[config.mk]
export PLATFORM = sky130hd
export DESIGN_NAME = ram_op_loader
export DESIGN_NICKNAME = d
export VERILOG_FILES = /design/src/rtl/ram_op_loader_pkg.sv /design/src/rtl/ram_op_loader_lane_bank.sv /design/src/rtl/ram_op_loader.sv
export SDC_FILE = /design/constraint.sdc
export NUM_CORES = 1
export LEC_CHECK = 0
export CAP_MARGIN = 20
export CORE_MARGIN = 1.5
export CORE_UTILIZATION = 30
export CTS_CLUSTER_DIAMETER = 100
export DETAILED_ROUTE_END_ITERATION = 10
export HOLD_SLACK_MARGIN = 0.03
export SETUP_SLACK_MARGIN = 0.02
export SLEW_MARGIN = 15
export SYNTH_ARGS = -nofsm -noshare
export SYNTH_HDL_FRONTEND = slang
export SYNTH_HIERARCHICAL = 1
export SYNTH_SLANG_ARGS = --single-unit
[constraint.sdc]
create_clock -name clk -period 3.4 [get_ports clk]
set_input_delay 0.68 -clock clk [delete_from_list [all_inputs] [get_ports clk]]
set_output_delay 0.68 -clock clk [all_outputs]
set_load 0.1 [all_outputs]
[src/rtl/ram_op_loader_pkg.sv]
// Shared constants and FSM encoding for the RAM operand loader.
// The widths match the ones used on the MU writeback path.
package ram_op_loader_pkg;

  localparam int DATA_W = 18;
  localparam int ADDR_W = 8;
  localparam int LANES  = 4;
  localparam int RAM_W  = 32;
  localparam int GRP_W  = 6;
  localparam int IDX_W  = 2;

  typedef enum logic [1:0] {
    IDLE    = 2'd0,
    READ    = 2'd1,
    DRAIN   = 2'd2,
    PRESENT = 2'd3
  } state_e;

endpackage

[src/rtl/ram_op_loader_lane_bank.sv]
// Four operand lane registers (MU1..MU4), written one lane at a time.
// The registers are not cleared between runs, so they keep the last group.
module op_lane_bank
  import ram_op_loader_pkg::*;
(
  input  logic              clk,
  input  logic              rst,
  input  logic              wr_en,
  input  logic [IDX_W-1:0]  wr_lane,
  input  logic [DATA_W-1:0] wr_data,
  output logic [DATA_W-1:0] op1,
  output logic [DATA_W-1:0] op2,
  output logic [DATA_W-1:0] op3,
  output logic [DATA_W-1:0] op4
);

  always_ff @(posedge clk or negedge rst) begin
    if (!rst) begin
      op1 <= '0;
      op2 <= '0;
      op3 <= '0;
      op4 <= '0;
    end else if (wr_en) begin
      case (wr_lane)
        2'd0:    op1 <= wr_data;
        2'd1:    op2 <= wr_data;
        2'd2:    op3 <= wr_data;
        default: op4 <= wr_data;
      endcase
    end
  end

endmodule

[src/rtl/ram_op_loader.sv]
// Fetches 4-word operand groups from the data RAM into the MU lane registers
// and offers each group to the MAC array over a valid/ready handshake.
module ram_op_loader
  import ram_op_loader_pkg::*;
(
  input  logic              clk,
  input  logic              rst,
  input  logic              start,
  input  logic [ADDR_W-1:0] base_addr,
  input  logic [GRP_W-1:0]  num_groups,
  output logic              ram_en,
  output logic [ADDR_W-1:0] address,
  input  logic [RAM_W-1:0]  dataRAM,
  output logic [DATA_W-1:0] op1,
  output logic [DATA_W-1:0] op2,
  output logic [DATA_W-1:0] op3,
  output logic [DATA_W-1:0] op4,
  output logic              op_valid,
  input  logic              op_ready,
  output logic              busy,
  output logic              done,
  output state_e            dbg_state
);

  // Handshake: a group moves on any rising edge where op_valid and op_ready are
  // both high; op_valid never drops and op1..op4 never change until that edge.

  state_e             state_q, state_d;
  logic [ADDR_W-1:0]  addr_q;
  logic [IDX_W-1:0]   idx_q;
  logic [GRP_W-1:0]   grp_q;
  logic               cap_en_q;
  logic [IDX_W-1:0]   cap_idx_q;
  logic               done_q;
  logic               unused_hi;

  assign unused_hi = ^dataRAM[RAM_W-1:DATA_W];

  always_ff @(posedge clk or negedge rst) begin
    if (!rst) state_q <= IDLE;
    else      state_q <= state_d;
  end

  always_comb begin
    state_d  = state_q;
    ram_en   = 1'b0;
    op_valid = 1'b0;
    case (state_q)
      IDLE:    if (start && (num_groups != '0)) state_d = READ;
      READ: begin
        ram_en = 1'b1;
        if (idx_q == 2'd3) state_d = DRAIN;
      end
      DRAIN:   state_d = PRESENT;
      PRESENT: begin
        op_valid = 1'b1;
        if (op_ready) state_d = (grp_q == 6'd1) ? IDLE : READ;
      end
      default: state_d = IDLE;
    endcase
  end

  // addr stops on the last word of a group so address holds it while ram_en
  // is low; the step to the next group's first word happens on the transfer.
  always_ff @(posedge clk or negedge rst) begin
    if (!rst) begin
      addr_q    <= '0;
      idx_q     <= '0;
      grp_q     <= '0;
      cap_en_q  <= 1'b0;
      cap_idx_q <= '0;
      done_q    <= 1'b0;
    end else begin
      done_q    <= 1'b0;
      cap_en_q  <= ram_en;
      cap_idx_q <= idx_q;
      case (state_q)
        IDLE: begin
          if (start) begin
            if (num_groups != '0) begin
              addr_q <= base_addr;
              grp_q  <= num_groups;
              idx_q  <= '0;
            end else begin
              done_q <= 1'b1;
            end
          end
        end
        READ: begin
          idx_q <= idx_q + 2'd1;
          if (idx_q != 2'd3) addr_q <= addr_q + 8'd1;
        end
        PRESENT: begin
          if (op_ready) begin
            grp_q <= grp_q - 6'd1;
            if (grp_q == 6'd1) begin
              done_q <= 1'b1;
            end else begin
              idx_q  <= '0;
              addr_q <= addr_q + 8'd1;
            end
          end
        end
        default: ;
      endcase
    end
  end

  op_lane_bank u_lanes (
    .clk     (clk),
    .rst     (rst),
    .wr_en   (cap_en_q),
    .wr_lane (cap_idx_q),
    .wr_data (dataRAM[DATA_W-1:0]),
    .op1     (op1),
    .op2     (op2),
    .op3     (op3),
    .op4     (op4)
  );

  assign address   = addr_q;
  assign busy      = (state_q != IDLE);
  assign done      = done_q;
  assign dbg_state = state_q;

endmodule
# After elaboration in Yosys (flattened, before gate mapping)
# Index checks and enable logic that the tools add are counted.
# W data, S select, Z words.
[op_classes]
reduce_logical = 16
n_eq_ne = 15
shift = 0
n_mux = 27
addsub = 3
div_mod_pow = 0
order_cmp = 0
mul = 0
bitwise = 1
[ops]
columns = ["cell", "n"]
rows = [
  ["$mux W8", 5],
  ["$pmux W8 S3", 1],
  ["$mux W6", 3],
  ["$ne A2 B2 Y1 const B", 8],
  ["$mux W2", 7],
  ["$pmux W6 S2", 1],
  ["$add A8 B1 Y8 const B", 1],
  ["$eq A2 B2 Y1 const B", 4],
  ["$pmux W2 S4", 1],
  ["$reduce_and A2 Y1", 4],
  ["$mux W1", 7],
  ["$eq A6 B1 Y1 const B", 1],
  ["$pmux W2 S3", 1],
  ["$reduce_and A6 Y1", 1],
  ["$reduce_bool A6 Y1", 1],
  ["$sub A6 B1 Y6 const B", 1],
  ["$reduce_and A5 Y1", 1],
  ["$eq A2 B1 Y1 const B", 2],
  ["$logic_not A2 Y1", 2],
  ["$reduce_and A4 Y1", 1],
  ["$reduce_bool A2 Y1", 2],
  ["$reduce_and A3 Y1", 1],
  ["$reduce_bool A3 Y1", 1],
  ["$reduce_or A3 Y1", 1],
  ["other kinds (4)", 4],
]
[word_totals]
ram_bits = 0
rom_bits = 0
register_bits = 94
mem_count = 0
latch_bits = 0
output_inout_bits = 86

# Logic depth before layout (Yosys ltp)
# Gate-level depths: netlist (run 1).
[depth]
depth_word = 4
mapped_depth = 8
depth_no_buf = 6

# Modules after synthesis
# The synthesis (run 1) kept the hierarchy.
[by_module_without_submodules]
columns = ["module", "n_inst", "seq_area_each_um2", "area_per_inst_um2", "cells_per_inst"]
rows = [
  ["op_lane_bank", 1, 1801.7, 2697.6, 153],
  ["ram_op_loader", 1, 550.5, 1370.1, 148],
]

# Least setup slack after synthesis (run 1)
# Ideal clock, no wire load.
[synth_path]
kind = "reg-to-reg"
start = "register state_q[0], in the netlist dbg_state[0]"
end = "register addr_q[4], in the netlist address[4]"
setup_time_ns = 0.132
path_buffers = 2
stages_incl_launch_ff = 8
required_time_ns = 3.268
slack_ns = 0.212
t_arrival_ns = 3.056
cell_sequence = "dfrtp_1 ha_1 clkbuf_1 or2_2 clkbuf_1 nand3_1 o22ai_1 a2bb2oi_1"
[synth_via]
elab_chain_len = 3
word_cells_on_any_way = 11
cone_classes = "7 x eq/ne; 1 x mux; 3 x reduce/logical"
[synth_lines]
columns = ["element", "line_no", "source"]
rows = [
  ["from (decl)", "ram_op_loader.sv:28", "state_e state_q, state_d;"],
  ["from (signal assigned)", "ram_op_loader.sv:41", "else state_q <= state_d;"],
  ["$eq A2 B1 Y1, or another cell as far along", "ram_op_loader.sv:77", "case (state_q)"],
  ["$ne A2 B2 Y1 (no line) or $reduce_bool A3 Y1 (tied branches)", "n/a", ""],
  ["$reduce_and A6 Y1 (no line)", "n/a", ""],
  ["to (signal assigned)", "ram_op_loader.sv:81", "addr_q <= base_addr;"],
  ["to (signal assigned)", "ram_op_loader.sv:91", "if (idx_q != 2'd3) addr_q <= addr_q + 8'd1;"],
  ["to (signal assigned)", "ram_op_loader.sv:100", "addr_q <= addr_q + 8'd1;"],
  ["to (decl)", "ram_op_loader.sv:29", "logic [ADDR_W-1:0] addr_q;"],
]
# Parallel ways exist; a longest one is shown, timed or not.
# A chain may end at the register's enable or synchronous reset.

# Worst setup path in the final report (run 1)
[layout_path]
start = "register u_lanes.op3[16]"
end = "output port op3[16]"
[layout_lines]
columns = ["element", "line_no", "source"]
rows = [
  ["from (decl)", "ram_op_loader_lane_bank.sv:13", "output logic [DATA_W-1:0] op3,"],
  ["from (signal assigned)", "ram_op_loader_lane_bank.sv:27", "2'd2: op3 <= wr_data;"],
  ["to (decl)", "ram_op_loader.sv:16", "output logic [DATA_W-1:0] op3,"],
]
# No word-level cell between the ends.

==> flow_summary_export.csv, run 1 <==
group,metric,value,unit
run_status,status,"completed",
timing,fin_crit_sh,74.31,%
clock_tree,cts_sinks,94,
drt,vias_per_cell,4.828,
layout,area_growth,40.05,%
clock_tree,cts.repair.resized,0,
synthesis,syn_inst,301,
critical_path,end_kind,"primary output",
drt,wl_per_cell,16.22,um
critical_path,worst-path-stages,1,
synthesis,syn_avg_cell_area,13.51,um^2
timing,fin_crit,2.527,ns
die,ios,136,
critical_path,critical_path.top_delay_family,"buffers and inverters",
die,dieArea,14270,um^2
die,die_x,119.4,um
place,dp.final_hpwl,6.852,mm
critical_path,critPathBufInv,1,
clock_tree,htreeDepth,3,
critical_path,arrival,1.85,ns
global_route,grt_overflow,0,
layout,antenna_cells,0,
place,routabilityCongestion,0.8518,
synthesis,async_reset_ff_share,100.0,%
layout,regArea,2352,um^2
layout,layout-drive-gt1-share,32.79,%
synthesis,synth_fp_nets,359,
drt,dr.pass1.iters,4,
global_route,grt_pass1_vias,3035,
synthesis,yosys_warnings,6,
drt,drt_iter0_drc,89,
critical_path,cp-startpoint,"u_lanes/op3[16]",
synthesis,ys_types,47,
synthesis,synth_edf_count,0,
critical_path,r2r-end,"address[1]",
clock_tree,cts_tree,"done",
synthesis,ys_seq_area_share,57.83,%
drt,route.detailed.drc,0,
clock_tree,path_clk_slew,0.06,ns
synthesis,synth_area,4068,um^2
clock_tree,cts_setup_buffers,0,
clock_tree,cts_buffers,9,
drt,vias,2940,
critical_path,reg2reg_slack,1.09,ns
critical_path,slowest_stage,"clkdlybuf4s50_1",
timing,tightest_slew,0.9846,ns
job,maxCapViolCount,0,
layout,multi_input_area,1618,um^2
drt,antenna_left,0,
layout,fill_cells,1260,
min_path,min_path_type,"in -> async",
clock_tree,clk_latency,0.34,ns
critical_path,critPathLaunchType,"flop",
die,start_util,30.72,%
timing,timing.fmax,395.8,MHz
synthesis,synth-seq-cells,94,
timing,fin_worst_skew,0.003283,ns
layout,layout.nets,487,
critical_path,r2r-start,"dbg_state[0]",
critical_path,crit_fanout,2,
critical_path,crit_chain,"clkdlybuf4s50_1",
timing,slew-limit-headroom,34.16,%
timing,final.setup.tns,0,ns
critical_path,worst_r2r_path_depth,7,
timing,setup-violations-final,0,
timing,rsz0062_at_grt,"false",
clock_tree,root_buffer,"clkbuf_16",
critical_path,timing.critical_path.slowest_cell_delay,1.15,ns
critical_path,timing_worst_setup_path_type,"reg -> out",
timing,drv_slew,0,
die,row_count,42,
clock_tree,hold_buffers,0,
die,core-area,13240,um^2
clock_tree,clockBufferDepth,2,
global_route,grt_max_degree,37,
die,die_y,119.4,um
global_route,grt_pass1_wl,16.29,mm
synthesis,synth_ff_type,"dfrtp_1",
global_route,grt_use_total,14.69,%
global_route,antenna_found_initial,0,
drt,wl,9.876,mm
place,numPortBuffers,121,
critical_path,cp_data_required_time,2.72,ns
timing,final_hold_viol_count,0,
==> metrics by stage <==
step                util (%)  cells  hold WS, ns  setup slack (ns)  area, um^2
CTS                    43.02    609       0.2880            0.8420        5697
global route           43.02    609       0.3187            0.8004        5697
floorplan                  -    301       0.3783            0.2118        4068
global placement       40.68    594       0.3961            0.8606        5388
finish                 43.02    609       0.2871            0.8734        5697
detailed placement     40.68    594       0.4070            0.8458        5388
==> state kept, by name, indices dropped and copies added, names as in the netlist <==
register / flops
u_lanes/op2: 18
u_lanes/op1: 18
dbg_state: 2
idx_q: 2
u_lanes/op3: 18
cap_idx_q: 2
address: 8
grp_q: 6
done: 1
cap_en_q: 1
u_lanes/op4: 18
==> placed cells by master (no fill, tap or decap), drive strengths merged, types with 2 or more instances in the layout <==
cell           count
o21ai             12
a211o              2
clkbuf            12
mux2              74
nor3b              2
nand3              7
nand2             12
o22a               2
a2bb2oi            6
nor3               8
nand2b             4
and3               2
a221o              2
nor2b              4
buf               44
nand3b             2
ha                 8
o31ai              2
inv                7
or2                3
a211oi             2
o22ai              3
a2111oi            2
nor2              12
a31oi              5
dfrtp             94
clkdlybuf4s50     84
==> metal layers <==
layer,track usage [%],routed length (um),vias to the layer above
met1,19.40,4439,1464
met5,0,0,-
met2,22.99,4743,102
met3,3.592,507,14
li1,-,-,1360
met4,6.250,186,0
==> kinds of logic after synthesis <==
group | share of synthesized area [%]
multiplexers | 20.49
buffers and inverters | 2.522
AO/OA/AOI/OAI | 8.428
AND/OR/NAND/NOR | 8.274
flip-flops | 57.83
adder cells (fa/ha/maj) | 2.461
==> area by class of cell <==
| class | instances | area share [%] |
|---|---|---|
| Sequential cell | 94 | 41.29 |
| Inverter | 7 | 0.4612 |
| Clock buffer | 12 | 4.678 |
| Clock inverter | 3 | 0.7468 |
| Timing Repair Buffer | 128 | 20.56 |
| Multi-Input combinational cell | 189 | 28.40 |
| Tap cell | 176 | 3.866 |
==> cells in the mapped netlist (all sizes together) (2+ instances only) <==
| library cell | instances | area (um^2) |
|---|---|---|
| a211oi | 2 | 15.01 |
| nor2 | 12 | 47.55 |
| and3 | 2 | 12.51 |
| o22ai | 3 | 18.77 |
| a211o | 2 | 17.52 |
| nand3b | 2 | 22.52 |
| nand2 | 12 | 45.04 |
| buf | 7 | 51.29 |
| ha | 8 | 100.1 |
| o31ai | 2 | 15.01 |
| nand3 | 7 | 40.04 |
| inv | 7 | 26.28 |
| a2111oi | 2 | 18.77 |
| a2bb2oi | 6 | 52.55 |
| nand2b | 4 | 25.02 |
| a31oi | 5 | 31.28 |
| o22a | 2 | 17.52 |
| nor3 | 8 | 40.04 |
| o21ai | 12 | 60.06 |
| dfrtp | 94 | 2352 |
| a221o | 2 | 20.02 |
| nor3b | 2 | 15.01 |
| nor2b | 4 | 25.02 |
| mux2 | 74 | 833.3 |
| or2 | 3 | 18.77 |
| clkbuf | 4 | 25.02 |
==> how the worst max path moves through the flow <==
stage                               to
after floorplan             address[4]
after global placement      address[1]
after detailed placement      grp_q[2]
after CTS                       op2[6]
after global routing      dbg_state[0]
final                          op3[16]
Power of run 1 is not shown: default switching activity piles up to over one toggle a cycle in this logic, so the estimate is an artifact.
==> run 2, diff against run 1 <==
Clock period 3.4 ns to 2.3 ns, I/O delays scaled along.
==> flow_summary_export.csv, run 2 (synthesized netlist as in run 1, its figures left out) <==
group,metric,value,unit
run_status,status,"completed",
die,row_count,42,
layout,final_common_cell,"buf_4",
critical_path,critPathLaunchType,"flop",
critical_path,crit_fanout,8,
clock_tree,path_clk_slew,0.07,ns
clock_tree,cts.repair.resized,0,
die,die_y,119.4,um
place,dp.final_hpwl,7.006,mm
layout,layout.nets,499,
place,numPortBuffers,121,
die,start_util,30.72,%
timing,timing.fmax,474.3,MHz
timing,setup-violations-final,0,
clock_tree,htreeDepth,3,
timing,final_hold_viol_count,0,
layout,layout-drive-gt1-share,46.86,%
drt,vias,2969,
layout,antenna_cells,0,
global_route,grt_overflow,0,
drt,dr.pass1.iters,4,
timing,fin_hold_ws,0.09984,ns
layout,multi_input_area,1635,um^2
die,core-area,13240,um^2
timing,fin_crit_sh,91.66,%
timing,rsz0062_at_grt,"false",
place,preCtsSetupSlack,0.06104,ns
drt,antenna_left,0,
clock_tree,clk_latency,0.34,ns
timing,fin_crit,2.108,ns
clock_tree,hold_buffers,0,
global_route,grt_pass1_wl,15.75,mm
drt,drt_iter0_drc,76,
job,maxCapViolCount,0,
global_route,antenna_found_initial,0,
clock_tree,cts_buffers,9,
critical_path,arrival,2.34,ns
layout,regArea,2360,um^2
timing,final.setup.tns,0,ns
timing,slew-limit-headroom,62.75,%
global_route,grt_pass1_vias,3093,
timing,tightest_slew,0.5563,ns
timing,finalWorstSetupSlack,0.1918,ns
layout,area_growth,41.37,%
drt,route.detailed.drc,0,
drt,wl_per_cell,15.50,um
drt,wl,9.642,mm
timing,fin_worst_skew,0.007770,ns
clock_tree,cts_sinks,94,
critical_path,worst_r2r_path_depth,7,
global_route,grt_use_total,14.12,%
clock_tree,root_buffer,"clkbuf_16",
die,die_x,119.4,um
timing,drv_slew,0,
critical_path,reg2reg_slack,0.19,ns
layout,layout_common_cells,"buf_4 (102), dfrtp_1 (92), mux2_2 (74)",
critical_path,timing_worst_setup_path_type,"reg -> reg",
place,routabilityCongestion,0.8453,
min_path,min_path_type,"in -> async",
critical_path,cp_data_required_time,2.53,ns
layout,fill_cells,1273,
critical_path,r2r-start,"dbg_state[1]",
die,ios,136,
die,dieArea,14270,um^2
global_route,grt_max_degree,55,
clock_tree,clockBufferDepth,2,
critical_path,r2r-end,"grp_q[2]",
clock_tree,cts_tree,"done",
drt,vias_per_cell,4.773,
clock_tree,cts_setup_buffers,0,
critical_path,end_kind,"flop",
run 2: cell types whose count changed in the layout (fill, tap and decap cells not counted), moves of 3 or more:
| cell | before | now |
|---|---|---|
| buf_4 | 44 | 102 |
| buf_12 | 0 | 4 |
| ha_1 | 8 | 5 |
| clkdlybuf4s50_1 | 84 | 34 |
| clkbuf_8 | 3 | 0 |
run 2: stage by stage:
step | utilization, % | cell area (um^2) | std cells
2_1_floorplan | - | 4090 | 301
3_3_place_gp | 40.97 | 5425 | 606
3_5_place_dp | 40.97 | 5425 | 606
4_1_cts | 43.41 | 5748 | 622
5_1_grt | 43.42 | 5751 | 622
6_report | 43.42 | 5751 | 622
run 2: cell type report:
type / instances / share of cell area (%)
flip-flops and latches: 94 / 41.04
repair buffers: 140 / 20.63
clock buffers: 10 / 3.982
clock inverters: 6 / 1.632
multi-input cells: 189 / 28.44
inverters: 7 / 0.4569
well taps: 176 / 3.829
run 2: worst max-delay path by stage:
| stage | startpoint | endpoint | slack (ns) | depth (start not counted) |
|---|---|---|---|---|
| floorplan | dbg_state[1] | address[4] | 0.007 | 7 |
| global placement | num_groups[4] | grp_q[2] | 0.07 | 6 |
| detailed placement | num_groups[3] | grp_q[2] | 0.06 | 6 |
| CTS | dbg_state[1] | grp_q[2] | 0.14 | 7 |
| global route | dbg_state[1] | grp_q[2] | 0.07 | 7 |
| finish | dbg_state[1] | grp_q[2] | 0.19 | 7 |
run 2: worst max-delay path: stages (launching register included):
cell and delay [ns]:
dfrtp_4 0.45, inv_1 0.09, ha_2 0.20, nor3b_1 0.15, a211o_1 0.30, buf_4 0.16
or2_1 0.28, a221o_1 0.35
run 2: per-layer routing:
layer / track usage, % / part of all wire (%) / routed length (um)
met3: 3.640 / 5.6 / 541
met4: 5.729 / 1.8 / 169
met1: 18.57 / 46 / 4427
met5: 0 / 0 / 0
met2: 22.20 / 47 / 4502
Power of run 2 is left out for the same reason.
